==> src/rtl/imem_if.sv <==
// Instruction-memory link: valid/ready request channel plus a single-cycle response strobe.
interface imem_if;
   logic        req_valid;
   logic        req_ready;
   logic [31:0] addr;
   logic        resp_valid;
   logic [31:0] resp_data;

   modport master (output req_valid, addr, input req_ready, resp_valid, resp_data);
   modport slave  (input req_valid, addr, output req_ready, resp_valid, resp_data);
endinterface

==> src/rtl/fetch_unit.sv <==
// IF stage and IF/ID register: one outstanding fetch, redirect-aware drop of stale responses,
// and a one-entry hold buffer for responses that land while the pipeline is stalled.
module fetch_unit #(
   parameter logic [31:0] RESET_PC = 32'h0000_3000,
   parameter logic [31:0] NOP_INST = 32'h0000_0013
) (
   input  logic        clk,
   input  logic        rstn,
   input  logic        stall_if,
   input  logic        stall_id,
   input  logic        flush_id,
   input  logic [1:0]  pc_sel_ex,
   input  logic [31:0] pc_target_ex,
   imem_if.master      imem,
   output logic        valid_id,
   output logic [31:0] inst_id,
   output logic [31:0] pc_id,
   output logic [31:0] pc_add4_id
);
   typedef enum logic [1:0] {REQ, WAIT, HOLD} state_t;

   state_t      state, state_nxt;
   logic [31:0] pc_if, pc_nxt;
   logic        drop, drop_nxt;
   logic [31:0] buf_data, buf_nxt;
   logic        deliver;
   logic [31:0] deliver_data;
   logic        redirect, accept;
   logic [31:0] pc_tgt;

   assign redirect = (pc_sel_ex != 2'd0);
   assign accept   = !stall_if && !stall_id && !flush_id;
   assign pc_tgt   = pc_target_ex & ~32'h3;
   assign imem.addr = pc_if;

   always_comb begin
      state_nxt      = state;
      pc_nxt         = pc_if;
      drop_nxt       = drop;
      buf_nxt        = buf_data;
      deliver        = 1'b0;
      deliver_data   = imem.resp_data;
      imem.req_valid = 1'b0;
      case (state)
         REQ: begin
            imem.req_valid = rstn;
            if (redirect) pc_nxt = pc_tgt;
            if (rstn && imem.req_ready) begin
               state_nxt = WAIT;
               // The accepted address is already stale; its response must be thrown away.
               if (redirect) drop_nxt = 1'b1;
            end
         end
         WAIT: begin
            if (imem.resp_valid) begin
               if (drop || redirect) begin
                  drop_nxt  = 1'b0;
                  if (redirect) pc_nxt = pc_tgt;
                  state_nxt = REQ;
               end else if (accept) begin
                  deliver   = 1'b1;
                  pc_nxt    = pc_if + 32'd4;
                  state_nxt = REQ;
               end else begin
                  buf_nxt   = imem.resp_data;
                  state_nxt = HOLD;
               end
            end else if (redirect) begin
               pc_nxt   = pc_tgt;
               drop_nxt = 1'b1;
            end
         end
         HOLD: begin
            // pc_if is frozen in HOLD, so it doubles as the buffered instruction's PC.
            deliver_data = buf_data;
            if (redirect) begin
               pc_nxt    = pc_tgt;
               state_nxt = REQ;
            end else if (accept) begin
               deliver   = 1'b1;
               pc_nxt    = pc_if + 32'd4;
               state_nxt = REQ;
            end
         end
         default: state_nxt = REQ;
      endcase
   end

   always_ff @(posedge clk) begin
      if (!rstn) begin
         state    <= REQ;
         pc_if    <= RESET_PC;
         drop     <= 1'b0;
         buf_data <= NOP_INST;
         valid_id <= 1'b0;
         inst_id  <= NOP_INST;
         pc_id    <= 32'd0;
      end else begin
         state    <= state_nxt;
         pc_if    <= pc_nxt;
         drop     <= drop_nxt;
         buf_data <= buf_nxt;
         if (flush_id) begin
            valid_id <= 1'b0;
            inst_id  <= NOP_INST;
            pc_id    <= pc_if;
         end else if (!stall_id) begin
            valid_id <= deliver;
            inst_id  <= deliver ? deliver_data : NOP_INST;
            pc_id    <= pc_if;
         end
      end
   end

   assign pc_add4_id = pc_id + 32'd4;
endmodule
==> src/flat_wrapper.sv <==
// flat-port wrapper written by rule: the top's interface ports become plain ports
module fetch_unit_flat 
#(
   parameter logic [31:0] RESET_PC = 32'h0000_3000,
   parameter logic [31:0] NOP_INST = 32'h0000_0013
)
  (clk, rstn, stall_if, stall_id, flush_id, pc_sel_ex, pc_target_ex, valid_id, inst_id, pc_id, pc_add4_id, imem_req_valid, imem_addr, imem_req_ready, imem_resp_valid, imem_resp_data);
  imem_if imem_i ();
  input  logic clk;
  input  logic rstn;
  input  logic stall_if;
  input  logic stall_id;
  input  logic flush_id;
  input  logic [1:0] pc_sel_ex;
  input  logic [31:0] pc_target_ex;
  output logic valid_id;
  output logic [31:0] inst_id;
  output logic [31:0] pc_id;
  output logic [31:0] pc_add4_id;
  output wire logic [$bits(imem_i.req_valid)-1:0] imem_req_valid;
  output wire logic [$bits(imem_i.addr)-1:0] imem_addr;
  input wire logic [$bits(imem_i.req_ready)-1:0] imem_req_ready;
  input wire logic [$bits(imem_i.resp_valid)-1:0] imem_resp_valid;
  input wire logic [$bits(imem_i.resp_data)-1:0] imem_resp_data;
  assign imem_req_valid = imem_i.req_valid;
  assign imem_addr = imem_i.addr;
  assign imem_i.req_ready = imem_req_ready;
  assign imem_i.resp_valid = imem_resp_valid;
  assign imem_i.resp_data = imem_resp_data;
  fetch_unit #(.RESET_PC(RESET_PC), .NOP_INST(NOP_INST)) u_core (.clk(clk), .rstn(rstn), .stall_if(stall_if), .stall_id(stall_id), .flush_id(flush_id), .pc_sel_ex(pc_sel_ex), .pc_target_ex(pc_target_ex), .imem(imem_i), .valid_id(valid_id), .inst_id(inst_id), .pc_id(pc_id), .pc_add4_id(pc_add4_id));
endmodule
==> config.mk <==
export PLATFORM = sky130hd
export DESIGN_NAME = fetch_unit_flat
export DESIGN_NICKNAME = d
export VERILOG_FILES = /design/src/rtl/imem_if.sv /design/src/rtl/fetch_unit.sv /design/src/flat_wrapper.sv
export SDC_FILE = /design/constraint.sdc
export NUM_CORES = 1
export LEC_CHECK = 0
export ABC_AREA = 0
export CORE_ASPECT_RATIO = 0.9
export CORE_UTILIZATION = 54
export CTS_BUF_LIST = sky130_fd_sc_hd__clkbuf_4
export DETAILED_ROUTE_END_ITERATION = 8
export GPL_ROUTABILITY_DRIVEN = 0
export PLACE_DENSITY = 0.89
export SLEW_MARGIN = 5
export SYNTH_ARGS = -nofsm -noshare
export SYNTH_HDL_FRONTEND = slang
export SYNTH_SLANG_ARGS = --single-unit
==> constraint.sdc <==
create_clock -name clk -period 3.78 [get_ports clk]
set_clock_uncertainty 0.2 [all_clocks]
set_input_delay 0.756 -clock clk [delete_from_list [all_inputs] [get_ports clk]]
set_output_delay 0.756 -clock clk [all_outputs]
set_load 0.01 [all_outputs]
; After elaboration in Yosys (flattened, before gate mapping)
; Index checks and enable logic that the tools add are counted.
[op_classes]
n_reduce_logical = 15
n_addsub = 2
n_eq_ne = 7
bitwise_logic = 3
n_mux = 28
[ops]
columns = operator, count
row1 = 32-bit 2-to-1 mux, 9
row2 = 32-bit case mux with 3 select lines, 1
row3 = 32-bit by 3-bit adder with 32-bit output (second input constant), 2
row4 = 2-bit 2-to-1 mux, 6
row5 = 1-bit 2-to-1 mux, 9
row6 = 2-bit case mux with 3 select lines, 1
row7 = 3-bit AND reduction, 2
row8 = 2-bit by 1-bit != test with 1-bit output (second input constant), 2
row9 = 1-bit case mux with 2 select lines, 2
row10 = 4-bit AND reduction, 1
row11 = 2-bit nonzero test, 2
row12 = 1-bit logical AND, 3
row13 = 1-bit logical NOT, 3
row14 = 3-bit by 1-bit != test with 1-bit output (second input constant), 1
row15 = 3-bit by 2-bit != test with 1-bit output (second input constant), 1
row16 = 1-bit inverter, 3
row17 = 3-bit nonzero test, 1
row18 = 2-bit by 1-bit equality test with 1-bit output (second input constant), 1
row19 = 2-bit equality test (second input constant), 1
row20 = 2-bit logical NOT, 1
row21 = 2-bit != test (second input constant), 1
row22 = 2-bit OR reduction, 1
row23 = 1-bit logical OR, 1
[totals]
inputBits = 73
output_inout_bits = 130
wordCells = 62
reg_bits = 132

; Logic depth before layout (Yosys ltp)
[logic_depth]
word_depth = 8
mapped_depth = 9
ltp_nobuf = 7

; Worst setup path after synthesis
; No wires, ideal clock.
[synth_timing]
kind = input to register
start = in stall_id
end = reg u_core.pc_if[26] (netlist: u_core.imem.addr[26])
required_time_ps = 3455
path_slack_ps = 943
n_path_buf = 2
setup_ps = 125
arrival_ps = 2513
stages = 7
cell_sequence = or3_1 -> buf_2 -> or4_4 -> buf_6 -> o41a_1 -> o21ai_1 -> a21oi_1
[synth_between]
elab_chain_len = 7
word_cells_on_any_way = 8
cone_classes = 5 x mux / 3 x reduce/logical
[synth_lines]
columns = element, line
row1 = start: declaration, flat_wrapper.sv:12  ; input logic stall_id;
row2 = 1-bit logical NOT (*), fetch_unit.sv:32  ; assign accept = !stall_if && !stall_id && !flush_id;
row3 = 1-bit logical AND (*) (2 in a row), fetch_unit.sv:32
row4 = 32-bit 2-to-1 mux (*), --
row5 = 32-bit 2-to-1 mux (2 in a row), --
row6 = 32-bit case mux with 3 select lines (*), --
row7 = end signal: assignment, fetch_unit.sv:100  ; pc_if <= pc_nxt;
row8 = end: declaration, fetch_unit.sv:23  ; logic [31:0] pc_if, pc_nxt;
; Mark *: on every way between the ends. The rest lies on a longest branch, timed or not.
; A chain may end at the register's enable or synchronous reset.

; Final worst setup path
[layout_timing]
start = reg u_core.pc_id[16]
end = out pc_add4_id[31]
[layout_between]
elab_chain_len = 1
[layout_lines]
columns = element, line
row1 = start: declaration, fetch_unit.sv:17  ; output logic [31:0] pc_id,
row2 = start signal: assignment, fetch_unit.sv:106  ; pc_id <= pc_if;
row3 = start signal: assignment, fetch_unit.sv:110  ; pc_id <= pc_if;
row4 = 32-bit by 3-bit adder with 32-bit output, fetch_unit.sv:115  ; assign pc_add4_id = pc_id + 32'd4;
row5 = end: declaration, flat_wrapper.sv:19  ; output logic [31:0] pc_add4_id;
; No other way between the ends.

==> metrics <==
Avg Synthesized Cell Area 7.67 sq um; CTS Buf Count 17; P&R area growth vs syn 33.0%; most frequent cells in the layout 195 x clkdlybuf4s50_1, 184 x nand2_1, 123 x dfxtp_1; Power per Cell Area 304 nW/um^2; CP Launch Point u_core.pc_id[16]; fin util 0.749; WP data required 2820 ps; Yosys Warn Count 0; Starting Density 0.563; Net Count, Synth 1025; RSZ-0062 raised after global routing false; final hold violations 0; top cell type's share of synthesized area 0.364; Seq/Total Area, Yosys 0.364; share of synthesized flip-flops with an asynchronous set or reset 0; Worst Setup Slack, final 189 ps; htree depth 4; FP Rows 39; clock network power share 0.272; f_max 0.278 GHz; worst r2r src u_core.state[0]; Clock Tree Buf Depth 2; post-synth top area cell dfxtp_1; synth top area cells dfxtp_1 36%, nand2_1 9.5%, a21oi_1 7.4%; r2r worst-path depth 8; Vias 7927; Post-Route WL 22.7 mm; Setup-failing EPs final 0; Least-Margin Pin Slew 968 ps; Max IR drop VDD 0.000288 V; largest net degree at the start of global routing 40; CTS Hold Bufs 0; number of synthesized register bits 132; internal power 2.02 mW; hpwl dp 16.1 mm; DP Cell Count 1260; Post-Syn Instances 946; CP Capture Type output port; TNS Setup 0 ps; Top FF cell, synth dfxtp_1; Die X 124 um; Non-Filler Instances 1293; IO buf count 200; Overall Global Routing Usage 0.326; TritonCTS clock tree yes; Crit Path Max Fanout 5; Post-Syn Area 7250 sq um; part of the power in registers 0.527; status finished, final reports clean; Slew headroom 0.350; antenna viol nets, final 0; critical path data arrival time 2640 ps; share of layout cells above drive strength 1 0.107; Hold Path Cell Cnt 2; Final nets 1194; Net Sw Frac 0.310; io pins 203; Sw Pwr 0.909 mW; vias in the first global route 6901; die area 13900 sq um; height of the die 112 um; WS Path Type flip-flop to output port; Setup Slack @ Placement 371 ps; Reg2Reg Setup Slack 1000 ps; max-cap violation count 0; first-pass GRT wire length 35.5 mm; core area 12900 sq um; DRT iter0 DRCs 963; LEAKAGE 3.40 nW; Clock Latency Late Sink 570 ps; drt pass-1 iters 6; Final min period 3590 ps; Hold Slack 258 ps; hold_sp u_core.buf_data[27]; Pins Over Slew Limit 0; Gate power share 0.201; total gr overflow 0; most common cell after layout, fill and taps aside clkdlybuf4s50_1; period utilisation layout 0.950; Hold Crit Class flip-flop to flip-flop; Synth cell types 61; Sink Count 132; drc violations 0; initial antenna violation count 1; CTS root buf clkbuf_4; Post-synth EDFFs 0; clock transition at the registers of the reported paths 100 ps; WL/cell 17.6 um; average via count per standard cell 6.13; post-CTS setup buffers 0; critical path launch point type flip-flop
## logic make-up after synthesis
group / after synthesis / share of synthesized area
and+or+nand+nor: 374 / 0.238
DFF: 132 / 0.364
buffers and inverters: 92 / 0.0509
AOI/OAI and AO/OA: 265 / 0.231
adders and majority gates: 6 / 0.0104
muxes: 46 / 0.0685
xor gates and xnor gates: 31 / 0.0374
## Yosys cell counts (8+ instances only)
cell      instances
a21oi_1         107
xor2_1           10
o21ai_0          39
o221ai_1         11
mux2i_1          17
xnor2_1          21
and2_1            9
clkbuf_1         62
nand3_1          25
a211oi_1         11
nand2_1         184
buf_1             8
a22oi_1          30
nand4_1          15
inv_1            13
mux2_2           29
nor3_1           18
o21a_1            8
and4_1           10
nor2_1           63
and3_1           12
dfxtp_1         132
## layer usage
layer,GRT usage,part of all wire,up-vias,routed length (um)
met5,0,0,-,0
met4,0.142,0.031,0,704
met3,0.0620,0.11,60,2440
met2,0.480,0.44,470,10000
met1,0.460,0.42,3678,9510
li1,-,-,3719,-
## flip-flops by register name, indices dropped and copies added (netlist names)
name              cells
u_core.pc_id         32
u_core.inst_id       32
u_core.valid_id       1
u_core.drop           1
u_core.state          2
u_core.buf_data      32
u_core.imem.addr     32
## critical path, cell delays in order (launching register included)
cell,delay [ps]
dfxtp_1,410
and3_1,220
nand3_1,170
nor4_1,270
buf_4,180
nand4_1,110
xnor2_1,160
clkdlybuf4s50_1,550
## stage by stage
step | cell area, sq um | power [mW]
6_report | 9650 | 2.93
2_1_floorplan | 7250 | 1.84
4_1_cts | 9610 | 2.92
3_5_place_dp | 9370 | 2.15
5_1_grt | 9650 | 3.06
3_3_place_gp | 9370 | 2.14
## power by group through the flow
stage | Sequential [mW] | Clock [mW] | Combinational [mW]
floorplan | 1.54 | 0 | 0.299
global placement | 1.57 | 0 | 0.568
detailed placement | 1.57 | 0 | 0.580
CTS | 1.54 | 0.800 | 0.583
global route | 1.55 | 0.871 | 0.634
finish | 1.54 | 0.797 | 0.589
## cell type report
cell class	count	area [sq um]
multi-input combinational	722	4290
fill	989	3240
sequential	132	2660
timing repair buffer	228	2220
tap	164	205
clock buffer	21	158
clock inverter	11	63.8
inverter	14	52.6
antenna	1	2.50
## worst paths after layout
check	to
worst max register to register	u_core.inst_id[24]
worst min register to register	u_core.buf_data[27]
worst max-delay path	pc_add4_id[31]
worst min-delay path	u_core.buf_data[27]
## repair_timing
item,4_1_cts,5_1_grt
hold endpoints to repair,0,0
endpoints found under the setup margin,5,6
gates resized for setup,10,15
No activity file was read; power rests on OpenSTA's default activity.
